[src/rtl/pipeline_stage_ctrl.sv]
// Stall/flush/halt sequencer for an N-stage in-order pipeline: per-stage enables, squash, bubble, drain after halt.
// Optional performance counters (o_n_stalls, o_n_flushes) are built when STAGE_CTRL_PERF_EN is defined.
//
//   state | meaning
//   IDLE  | out of reset, waiting for the first i_valid; all outputs 0
//   RUN   | normal issue; hazard > halt > flush priority on advancing cycles
//   DRAIN | front frozen, back end advances with bubbles until the halt has left
//   DONE  | pipeline empty, o_done=1; exit only through reset
module pipeline_stage_ctrl #(
  parameter int N_STAGES     = 5,
  parameter int HAZARD_STAGE = 1,
  parameter int NB_COUNTER   = 32
) (
  input  logic                  i_clock,
  input  logic                  i_reset,
  input  logic                  i_valid,
  input  logic                  i_step_mode,
  input  logic                  i_step,
  input  logic                  i_hazard,
  input  logic                  i_flush,
  input  logic                  i_halt,
  output logic [N_STAGES-1:0]   o_stage_en,
  output logic [N_STAGES-1:0]   o_stage_flush,
  output logic                  o_bubble,
  output logic [1:0]            o_state,
  output logic                  o_done,
`ifdef STAGE_CTRL_PERF_EN
  output logic [NB_COUNTER-1:0] o_n_stalls,
  output logic [NB_COUNTER-1:0] o_n_flushes,
`endif
  output logic [NB_COUNTER-1:0] o_n_clocks
);

  localparam int CW = $clog2(N_STAGES);
  localparam logic [CW-1:0] DRAIN_LEN = CW'(N_STAGES - 1 - HAZARD_STAGE);

  localparam logic [N_STAGES-1:0] ALL_MASK   = '1;
  localparam logic [N_STAGES-1:0] FRONT_MASK = ALL_MASK >> (N_STAGES - 1 - HAZARD_STAGE);
  localparam logic [N_STAGES-1:0] BACK_MASK  = ~FRONT_MASK;
  // Squash only the stages strictly younger than the resolving stage.
  localparam logic [N_STAGES-1:0] SQUASH_MASK = ALL_MASK >> (N_STAGES - HAZARD_STAGE);

  localparam logic [NB_COUNTER-1:0] CNT_MAX = '1;
  localparam logic [NB_COUNTER-1:0] CNT_ONE = NB_COUNTER'(1);

  typedef enum logic [1:0] {
    IDLE  = 2'd0,
    RUN   = 2'd1,
    DRAIN = 2'd2,
    DONE  = 2'd3
  } state_t;

  state_t          state, state_nxt;
  logic [CW-1:0]   drain_cnt, drain_cnt_nxt;
  logic            adv;
  logic            count_adv;
  logic            stall_evt;
  logic            flush_evt;
  logic [NB_COUNTER-1:0] n_clocks;

  assign adv = i_valid & (~i_step_mode | i_step);

  always_comb begin
    state_nxt     = state;
    drain_cnt_nxt = drain_cnt;
    o_stage_en    = '0;
    o_stage_flush = '0;
    o_bubble      = 1'b0;
    count_adv     = 1'b0;
    stall_evt     = 1'b0;
    flush_evt     = 1'b0;
    case (state)
      IDLE: begin
        if (i_valid) state_nxt = RUN;
      end
      RUN: begin
        if (adv) begin
          count_adv = 1'b1;
          if (i_hazard) begin
            // Front holds, so a concurrent halt/flush is re-presented next cycle.
            o_stage_en = BACK_MASK;
            o_bubble   = 1'b1;
            stall_evt  = 1'b1;
          end else if (i_halt) begin
            o_stage_en    = ALL_MASK;
            o_bubble      = 1'b1;
            state_nxt     = DRAIN;
            drain_cnt_nxt = DRAIN_LEN;
          end else if (i_flush) begin
            o_stage_en    = ALL_MASK;
            o_stage_flush = SQUASH_MASK;
            flush_evt     = 1'b1;
          end else begin
            o_stage_en = ALL_MASK;
          end
        end
      end
      DRAIN: begin
        if (adv) begin
          count_adv     = 1'b1;
          o_stage_en    = BACK_MASK;
          o_bubble      = 1'b1;
          drain_cnt_nxt = drain_cnt - CW'(1);
          if (drain_cnt == CW'(1)) state_nxt = DONE;
        end
      end
      DONE: begin
      end
      default: state_nxt = IDLE;
    endcase
  end

  always_ff @(posedge i_clock or negedge i_reset) begin
    if (!i_reset) begin
      state     <= IDLE;
      drain_cnt <= '0;
      o_done    <= 1'b0;
    end else begin
      state     <= state_nxt;
      drain_cnt <= drain_cnt_nxt;
      o_done    <= (state_nxt == DONE);
    end
  end

  always_ff @(posedge i_clock or negedge i_reset) begin
    if (!i_reset) begin
      n_clocks <= '0;
    end else if (count_adv && n_clocks != CNT_MAX) begin
      n_clocks <= n_clocks + CNT_ONE;
    end
  end

  assign o_state    = state;
  assign o_n_clocks = n_clocks;

`ifdef STAGE_CTRL_PERF_EN
  logic [NB_COUNTER-1:0] n_stalls, n_flushes;

  always_ff @(posedge i_clock or negedge i_reset) begin
    if (!i_reset) begin
      n_stalls  <= '0;
      n_flushes <= '0;
    end else begin
      if (stall_evt && n_stalls != CNT_MAX)  n_stalls  <= n_stalls + CNT_ONE;
      if (flush_evt && n_flushes != CNT_MAX) n_flushes <= n_flushes + CNT_ONE;
    end
  end

  assign o_n_stalls  = n_stalls;
  assign o_n_flushes = n_flushes;
`else
  logic unused_perf;
  assign unused_perf = stall_evt ^ flush_evt;
`endif

endmodule
[config.mk]
export PLATFORM = sky130hd
export DESIGN_NAME = pipeline_stage_ctrl
export DESIGN_NICKNAME = d
export VERILOG_FILES = /design/src/rtl/pipeline_stage_ctrl.sv
export SDC_FILE = /design/constraint.sdc
export NUM_CORES = 1
export LEC_CHECK = 0
export ABC_AREA = 1
export ABC_CLOCK_PERIOD_IN_PS = 3200
export CORE_MARGIN = 5
export CORE_UTILIZATION = 55
export CTS_CLUSTER_DIAMETER = 80
export DETAILED_ROUTE_END_ITERATION = 10
export HOLD_SLACK_MARGIN = 0.02
export PLACE_DENSITY = 0.85
export SLEW_MARGIN = 10
export SYNTH_ARGS = -nofsm -noshare
export SYNTH_HDL_FRONTEND = slang
export SYNTH_SLANG_ARGS = --single-unit
[constraint.sdc]
create_clock -name i_clock -period 3.2 [get_ports i_clock]
set_input_delay 0.8 -clock i_clock [delete_from_list [all_inputs] [get_ports i_clock]]
set_output_delay 0.8 -clock i_clock [all_outputs]
set_load 0.01 [all_outputs]
==> qor_table.md, run 1 <==
| Stage | Metric | Reported |
|:---|:---|:---|
| clocking | TritonCTS clock tree | built |
| placed design | Quantity of I/O buffers inserted on ports | 49 |
| yosys | Post-synth EDFFs | 0 |
| floorplanning | Initial cell density of the core | 56.7% |
| yosys | Post-synth ARST share | 100% |
| layout | Number of fill cells | 412 |
| global routing | GRT Util Overall | 22.4% |
| floorplanning | Height of the chip | 79.8 µm |
| global routing | Global-route track usage on met1 | 28.1% |
| yosys | Cell type contributing the most total cell area after synthesis | dfrtp_1 |
| floorplanning | Core area | 4720 µm² |
| route | Iteration-0 DRC Markers | 127 |
| layout | Count of antenna diodes in the layout | 0 |
| power | Leakage power total | 0.00158 µW |
| floorplanning | IO Pins | 54 |
| route | ANT nets after route | 0 |
| hold path | Path type of the worst min-delay path | flip-flop to flip-flop |
| sta | Setup skew after layout | 3.45 ps |
| critical path | Crit Path Category | input pin to output port |
| yosys | Most frequently used cell type in the post-synthesis netlist | nand2_1 |
| floorplanning | Number of rows created at floorplan | 25 |
| global routing | Wire length of the first global-routing pass | 11,400 µm |
| clocking | Clock latency on the worst-skew pair | 290 ps |
| sta | Count of final setup violators | 0 |
| sta | Worst Hold Slack | 566 ps |
| placed design | Post-Place Cell Area | 3190 µm² |
| layout | Area occupied by multi-input gates | 1470 µm² |
| global routing | Met3 usage in global routing | 3.84% |
| yosys | Ranking of synthesized cells by instance count | nand2_1 (195), nor2_1 (53), inv_1 (45), dfrtp_1 (38), nand3_1 (19) |
| yosys | Synthesized cell area | 2680 µm² |
| clocking | TritonCTS Sinks | 38 |
| global routing | GRT Max-Usage Layer | met2 |
| critical path | Worst Setup End Kind | output port |
| yosys | Post-synthesis sequential area ratio | 35.5% |
| sta | Worst Max-Slew Pin Slew | 849 ps |
| critical path | Required time of the worst setup path | 2400 ps |
| route | DRT Wirelength | 6720 µm |
| layout | Final std cell area, no fill | 3310 µm² |
| yosys | Portion of synthesized cell area occupied by the leading cell type | 35.5% |
| layout | Final core utilization | 70.0% |
| critical path | Arrival @ worst endpoint | 2280 ps |
| yosys | Register bit total from synthesis | 38 |
| sta | Slew Viols, Final | 0 |
| route | Via count of the routed design | 2,654 |
| sta | Final min period | 3080 ps |
| critical path | Largest stage delay, worst path | 450 ps |
| sta | Final Hold Fails | 0 |
| clocking | Root Buffer Master | clkbuf_8 |
| global routing | Global routing usage on met2 | 39.4% |
| yosys | Cell types occupying the most area after synthesis | dfrtp_1 (35%), nand2_1 (27%), nor2_1 (7.4%) |
| yosys | Cell variety after synth | 23 |
| critical path | Cell Chain, Critical Path | clkdlybuf4s50_1 -> inv_1 -> nand2_1 -> nand2_1 -> inv_1 -> o21ai_1 -> nor2_1 -> buf_4 -> buf_4 -> dlygate4sd2_1 |
| critical path | CP max-delay cell | clkdlybuf4s50_1 |
| layout | Fraction of layout cells with a size suffix above 1 | 5.72% |
| global routing | Number of antenna violations at the first check in global routing | 0 |
| route | Via-per-instance ratio | 4.92 |
| layout | Synth-to-layout area growth | 23.4% |
| critical path | Highest net fanout along the worst path | 4 |
| power | Worst vdd ir | 0.000267 V |
| sta | Peak clock frequency supported by timing | 0.325 GHz |
| layout | Number of nets in the finished design | 486 |
| yosys | Yosys Warn Count | 0 |
| critical path | CP startpoint kind | input pin |
| placed design | Detail Placement HPWL | 5090 µm |
| global routing | Global route overflow | 0 |
| sta | Total Neg Setup Slack | 0 ps |
| global routing | Maximum number of pins on one net before global-route repair | 39 |
| layout | Fin cells | 539 |
| yosys | Dominant register cell in the synthesized netlist | dfrtp_1 |
| layout | Sequential standard cell area | 951 µm² |
| yosys | Number of instances in the synthesized netlist | 418 |
| power | Pwr Density | 258 nW/µm² |
| sta | Share of the cycle needed by the critical path after routing | 96.2% |
| global routing | Number of global-route vias before repair | 2,524 |
| clocking | Register clock-pin slew on the reported worst setup and hold paths | 80 ps |
| route | Iteration count of the initial detailed-routing pass | 4 |
| sta | Max-slew headroom | 43.4% |
| clocking | Buffer levels on the longest clock path | 2 |
| placed design | Cell count after placement | 528 |
| route | Mean routed wirelength per cell | 12.5 µm |
| yosys | Post-synthesis area per instance | 6.41 µm² |
| run | Max-cap viol count | 0 |
| floorplanning | Die area | 6370 µm² |
| placed design | Global placer's final weighted congestion | 0.892 |
| status | Run status | complete, no violations |
| floorplanning | X dimension of the die | 79.8 µm |
| clocking | Htree depth | 2 |
| clocking | CTS buffer count | 5 |
| route | Number of design rule violations left after detail routing | 0 |
area by class of cell:
| cell class | instances | area share (%) |
|---|---|---|
| repair buffers | 55 | 16.0 |
| well taps | 67 | 2.53 |
| flip-flops and latches | 38 | 28.7 |
| clock buffers | 6 | 2.50 |
| inverters | 46 | 5.30 |
| clock inverters | 2 | 0.378 |
| multi-input cells | 325 | 44.5 |
kinds of logic after synthesis:
group                    after synthesis  share of synthesized area [%]
flip-flops                            38                           35.5
AO/OA/AOI/OAI                         15                           2.94
adder cells (fa/ha/maj)                7                           3.27
AND/OR/NAND/NOR                      285                           43.4
buffers and inverters                 58                           10.2
other                                  1                          0.140
XOR/XNOR                              14                           4.58
per-layer routing:
layer | share of wire [%] | wire (µm)
met1 | 45 | 3050
met2 | 50 | 3330
met3 | 3.8 | 256
met4 | 1.2 | 82
met5 | 0 | 0
critical path: cells and delay by family:
| family | cells | cell delay [ps] |
|---|---|---|
| compound gates | 1 | 110 |
| buf+inv | 6 | 1080 |
| simple gates | 3 | 270 |
placed cells by master (no fill, tap or decap), drive strengths merged:
cell type	instances
a211oi	1
clkinv	1
nor3	1
nand3	19
a31oi	1
clkbuf	6
nand4	6
inv	46
xor2	9
ha	7
buf	7
nand2	199
xnor2	5
o21ai	11
nor2	59
conb	4
a21oi	2
dfrtp	38
dlygate4sd2	4
dlymetal6s2s	2
clkdlybuf4s50	42
clkinvlp	1
nand3b	1
where the power goes:
part / total, µW / leakage, µW / internal, µW / switching [µW]
Clock: 348 / 0.0000472 / 173 / 175
Combinational: 26.7 / 0.00104 / 9.83 / 16.9
Sequential: 480 / 0.000500 / 480 / 0
Total: 855 / 0.00158 / 663 / 192
final timing paths:
kind | start | endpoint | slack, ps | depth (start not counted)
worst max-delay path | i_step | o_stage_en[4] | 120 | 10
worst min-delay path | o_n_clocks[31]$_DFFE_PN0P_ | o_n_clocks[31]$_DFFE_PN0P_ | 570 | 2
worst max register to register | o_n_clocks[1]$_DFFE_PN0P_ | o_n_clocks[21]$_DFFE_PN0P_ | 1220 | 10
worst min register to register | o_n_clocks[31]$_DFFE_PN0P_ | o_n_clocks[31]$_DFFE_PN0P_ | 570 | 2
max in group asynchronous | i_reset | o_n_clocks[13]$_DFFE_PN0P_ | 2060 | 1
min in group asynchronous | i_reset | o_n_clocks[24]$_DFFE_PN0P_ | 610 | 1
flip-flops by register name (all words and copies together) (netlist names):
register    flops
o_done          1
o_n_clocks     32
drain_cnt       3
o_state         2
stage by stage:
step                      total power, µW  setup WS (ps)
after CTS                             860           5.63
after detailed placement              516          -32.6
after global routing                  881          -1.52
after floorplan                       499            781
final                                 855            122
after global placement                516           37.0
timing repair:
action                                 CTS  global route
pin swaps                                1             1
hold buffers                             0             0
resized for setup                        4             4
setup endpoints to repair                5             3
setup buffers                            2             1
endpoints found under the hold margin    0             0
No activity file was read; power rests on OpenSTA's default activity.
==> run 2: changes to the inputs <==
--- a/config.mk
+++ b/config.mk
@@ -6,7 +6,6 @@
 export NUM_CORES = 1
 export LEC_CHECK = 0
 export ABC_AREA = 1
-export ABC_CLOCK_PERIOD_IN_PS = 3200
 export CORE_MARGIN = 5
 export CORE_UTILIZATION = 55
 export CTS_CLUSTER_DIAMETER = 80
==> results of run 2 <==
The final DEF is identical to that of run 1; final timing and power are the same.
==> run 3: changes to the inputs <==
--- a/config.mk
+++ b/config.mk
@@ -6,12 +6,13 @@
 export NUM_CORES = 1
 export LEC_CHECK = 0
 export ABC_AREA = 1
-export CORE_MARGIN = 5
 export CORE_UTILIZATION = 55
 export CTS_CLUSTER_DIAMETER = 80
 export DETAILED_ROUTE_END_ITERATION = 10
+export GPL_TIMING_DRIVEN = 1
 export HOLD_SLACK_MARGIN = 0.02
 export PLACE_DENSITY = 0.85
+export SKIP_CTS_REPAIR_TIMING = 1
 export SLEW_MARGIN = 10
 export SYNTH_ARGS = -nofsm -noshare
 export SYNTH_HDL_FRONTEND = slang
==> run 3 against run 2 <==
Compared with the run above:
- first-iteration DRC count rose by 28%
- non-clock buffer count fell by 3
- largest cell class unchanged
- count of clock-buffer cells in the layout stayed put
- critical path depth down 2
- routed wire length decreased by 0.68%
- final area is 0.64% higher
- setup slack better by 220 ps
- maximum frequency increased by 7.8%
- core utilization increased by 0.92 points
- largest power group is now the clock network
- clock power up 47%
- sequential cell count unchanged
==> qor_table.md, run 3 (same netlist as run 1, synthesis figures left out) <==
| Stage | Metric | Reported | vs previous |
|:---|:---|:---|:---|
| route | Mean routed wirelength per cell | 12.8 µm | +2.4% |
| placed design | Detail Placement HPWL | 4940 µm | -2.9% |
| sta | Worst Hold Slack | 568 ps | +2.47 ps |
| run | Max-cap viol count | 0 | unchanged |
| clocking | Htree depth | 2 | unchanged |
| route | Via-per-instance ratio | 5.07 | +2.9% |
| power | Pwr Density | 306 nW/µm² | +18% |
| sta | Setup skew after layout | 6.31 ps | +2.86 ps |
| placed design | Global placer's final weighted congestion | 0.964 | +8.1% |
| critical path | Highest net fanout along the worst path | 4 | unchanged |
| route | ANT nets after route | 0 | unchanged |
| global routing | Global route overflow | 0 | unchanged |
| route | Topmost layer with routed signal wires | met4 |  |
| layout | Most common cell after layout, fill and taps aside | nand2_1 |  |
| critical path | Arrival @ worst endpoint | 2060 ps | -220 ps |
| sta | Worst Max-Slew Pin Slew | 857 ps | +7.92 ps |
| power | Leakage power total | 0.00166 µW | +5.2% |
| layout | Count of antenna diodes in the layout | 0 | unchanged |
| floorplanning | X dimension of the die | 71.8 µm | -10% |
| layout | Number of nets in the finished design | 483 | -0.62% |
| power | Power dissipated by switching net loads | 196 µW | +2.0% |
| power | Worst vdd ir | 0.000205 V | -23% |
| global routing | GRT Util Overall | 28.5% | +6.1 points |
| sta | Count of final setup violators | 0 | unchanged |
| clocking | TritonCTS clock tree | built |  |
| floorplanning | IO Pins | 54 | unchanged |
| route | Routed metal-1 wirelength | 3000 µm | -1.6% |
| clocking | CTS buffer count | 5 | unchanged |
| route | Met3 Wirelength | 334 µm | +30% |
| critical path | Slack of the worst reg-to-reg path | 1220 ps | about the same |
| sta | Max-slew headroom | 42.9% | -0.53 points |
| hold path | Hold depth | 2 | unchanged |
| sta | RSZ-0062 raised after global routing | false |  |
| hold path | Hold-critical path endpoint | o_n_clocks[17]$_DFFE_PN0P_ |  |
| critical path | Worst Setup End Kind | output port |  |
| route | DRT Wirelength | 6670 µm | -0.68% |
| floorplanning | Number of rows created at floorplan | 25 | unchanged |
| power | Total internal power | 821 µW | +24% |
| global routing | Number of antenna violations at the first check in global routing | 0 | unchanged |
| hold path | Launch instance of the worst min-delay path | o_n_clocks[17]$_DFFE_PN0P_ |  |
| power | Sequential group share of total power | 47.2% | -8.9 points |
| critical path | Start of the worst register-to-register path | o_n_clocks[1]$_DFFE_PN0P_ |  |
| global routing | Number of global-route vias before repair | 2,488 | -1.4% |
| layout | Most frequent cells in the layout | nand2_1 (195), nor2_1 (53), inv_1 (45), clkdlybuf4s50_1 (41), dfrtp_1 (38) |  |
| floorplanning | Height of the chip | 71.8 µm | -10% |
| clocking | Clock latency on the worst-skew pair | 290 ps | about the same |
| sta | Share of the cycle needed by the critical path after routing | 89.3% | -6.9 points |
| clocking | TritonCTS Sinks | 38 | unchanged |
| global routing | Wire length of the first global-routing pass | 11,400 µm | +0.55% |
| status | Run status | complete, no violations |  |
| critical path | Reg2reg end | o_n_clocks[13]$_DFFE_PN0P_ |  |
| sta | Final min period | 2860 ps | -222 ps |
| floorplanning | Core area | 4690 µm² | -0.66% |
| clocking | Register clock-pin slew on the reported worst setup and hold paths | 80 ps | about the same |
| critical path | Required time of the worst setup path | 2400 ps | about the same |
| clocking | Buffer levels on the longest clock path | 2 | unchanged |
| critical path | R2R cell count | 10 | unchanged |
| route | Iteration count of the initial detailed-routing pass | 4 | unchanged |
| placed design | Quantity of I/O buffers inserted on ports | 49 | unchanged |
| layout | Flip-flop count of the largest register, all copies and words added | 32 | unchanged |
| critical path | Crit Path Category | input pin to output port |  |
| route | Iteration-0 DRC Markers | 163 | +28% |
| hold path | Path type of the worst min-delay path | flip-flop to flip-flop |  |
| floorplanning | Die area | 5160 µm² | -19% |
| sta | Slew Viols, Final | 0 | unchanged |
| route | Wire length on met2 | 3280 µm | -1.7% |
| floorplanning | Initial cell density of the core | 57.1% | +0.38 points |
| layout | Synth-to-layout area growth | 24.2% |  |
| route | Via count of the routed design | 2,651 | -0.11% |
| sta | Final Hold Fails | 0 | unchanged |
| power | Sw Share | 19.3% | -3.2 points |
| layout | Final core utilization | 71.0% | +0.92 points |
| global routing | Maximum number of pins on one net before global-route repair | 39 | unchanged |
| clocking | Root Buffer Master | clkbuf_8 |  |
| sta | Peak clock frequency supported by timing | 0.350 GHz | +7.8% |
| power | Proportion of power drawn by combinational gates | 2.5% | -0.6 points |
| route | Number of design rule violations left after detail routing | 0 | unchanged |
| power | Relative contribution of the clock network to total power | 50.3% | +9.6 points |
| critical path | CP startpoint kind | input pin |  |
| layout | Fraction of layout cells with a size suffix above 1 | 4.90% | -0.82 points |
==> run 3: cell count changes in the layout (fill, tap and decap cells not counted) <==
cell | before | now
buf_4 | 6 | 3
clkinvlp_4 | 1 | 0
dlymetal6s2s_1 | 2 | 7
nor3_1 | 0 | 1
o21ai_0 | 10 | 11
nor3_2 | 1 | 0
bufinv_16 | 0 | 2
clkdlybuf4s50_1 | 42 | 41
clkinv_2 | 1 | 0
o21ai_1 | 1 | 0
dlygate4sd2_1 | 4 | 0
==> run 3: power by group through the flow <==
stage / clock network, µW / logic, µW / registers, µW
3_5_place_dp: 0 / 26.2 / 489
5_1_grt: 533 / 29.8 / 480
2_1_floorplan: 0 / 9.57 / 489
6_report: 512 / 25.9 / 480
3_3_place_gp: 0 / 25.4 / 489
4_1_cts: 515 / 26.3 / 480
==> run 3: per-stage QoR <==
| stage | power (µW) | setup slack [ps] | TNS, ps | std cells | area (µm²) |
|---|---|---|---|---|---|
| after floorplan | 499 | 781 | 0 | 421 | 2690 |
| after global placement | 515 | 30.7 | 0 | 515 | 3170 |
| after detailed placement | 516 | -21.1 | -21.1 | 515 | 3170 |
| after CTS | 1020 | -14.8 | -40.7 | 523 | 3310 |
| after global routing | 1040 | 185 | 0 | 523 | 3330 |
| final | 1020 | 344 | 0 | 523 | 3330 |
==> run 3: cell type report <==
| cell class | instances | area [µm²] |
|---|---|---|
| clock buffers | 6 | 82.6 |
| clock inverters | 2 | 60.1 |
| fillers | 413 | 1360 |
| inverters | 46 | 175 |
| multi-input cells | 325 | 1470 |
| flip-flops and latches | 38 | 951 |
| well taps | 54 | 67.6 |
| repair buffers | 52 | 526 |
==> run 3: worst max-delay path, stage by stage <==
cell and delay [ps]:
clkdlybuf4s50_1 470, inv_1 50, nand2_1 50, nand2_1 60
inv_1 100, o21ai_0 140, a211oi_1 190, dlymetal6s2s_1 190
==> run 3: layer usage <==
metal / up-vias / track usage, %
li1: 1366 / -
met1: 1212 / 36.2
met2: 67 / 49.4
met3: 6 / 6.05
met4: 0 / 7.63
met5: - / 0
==> run 3: how the worst max path moves through the flow <==
stage            from  cells after the start             to  slack (ps)
6_report       i_step                      8       o_bubble         340
5_1_grt        i_step                      8       o_bubble         190
4_1_cts        i_step                      8       o_bubble         -10
3_5_place_dp   i_step                      8       o_bubble         -20
3_3_place_gp   i_step                      8       o_bubble          30
2_1_floorplan  i_step                      7  o_stage_en[1]         780
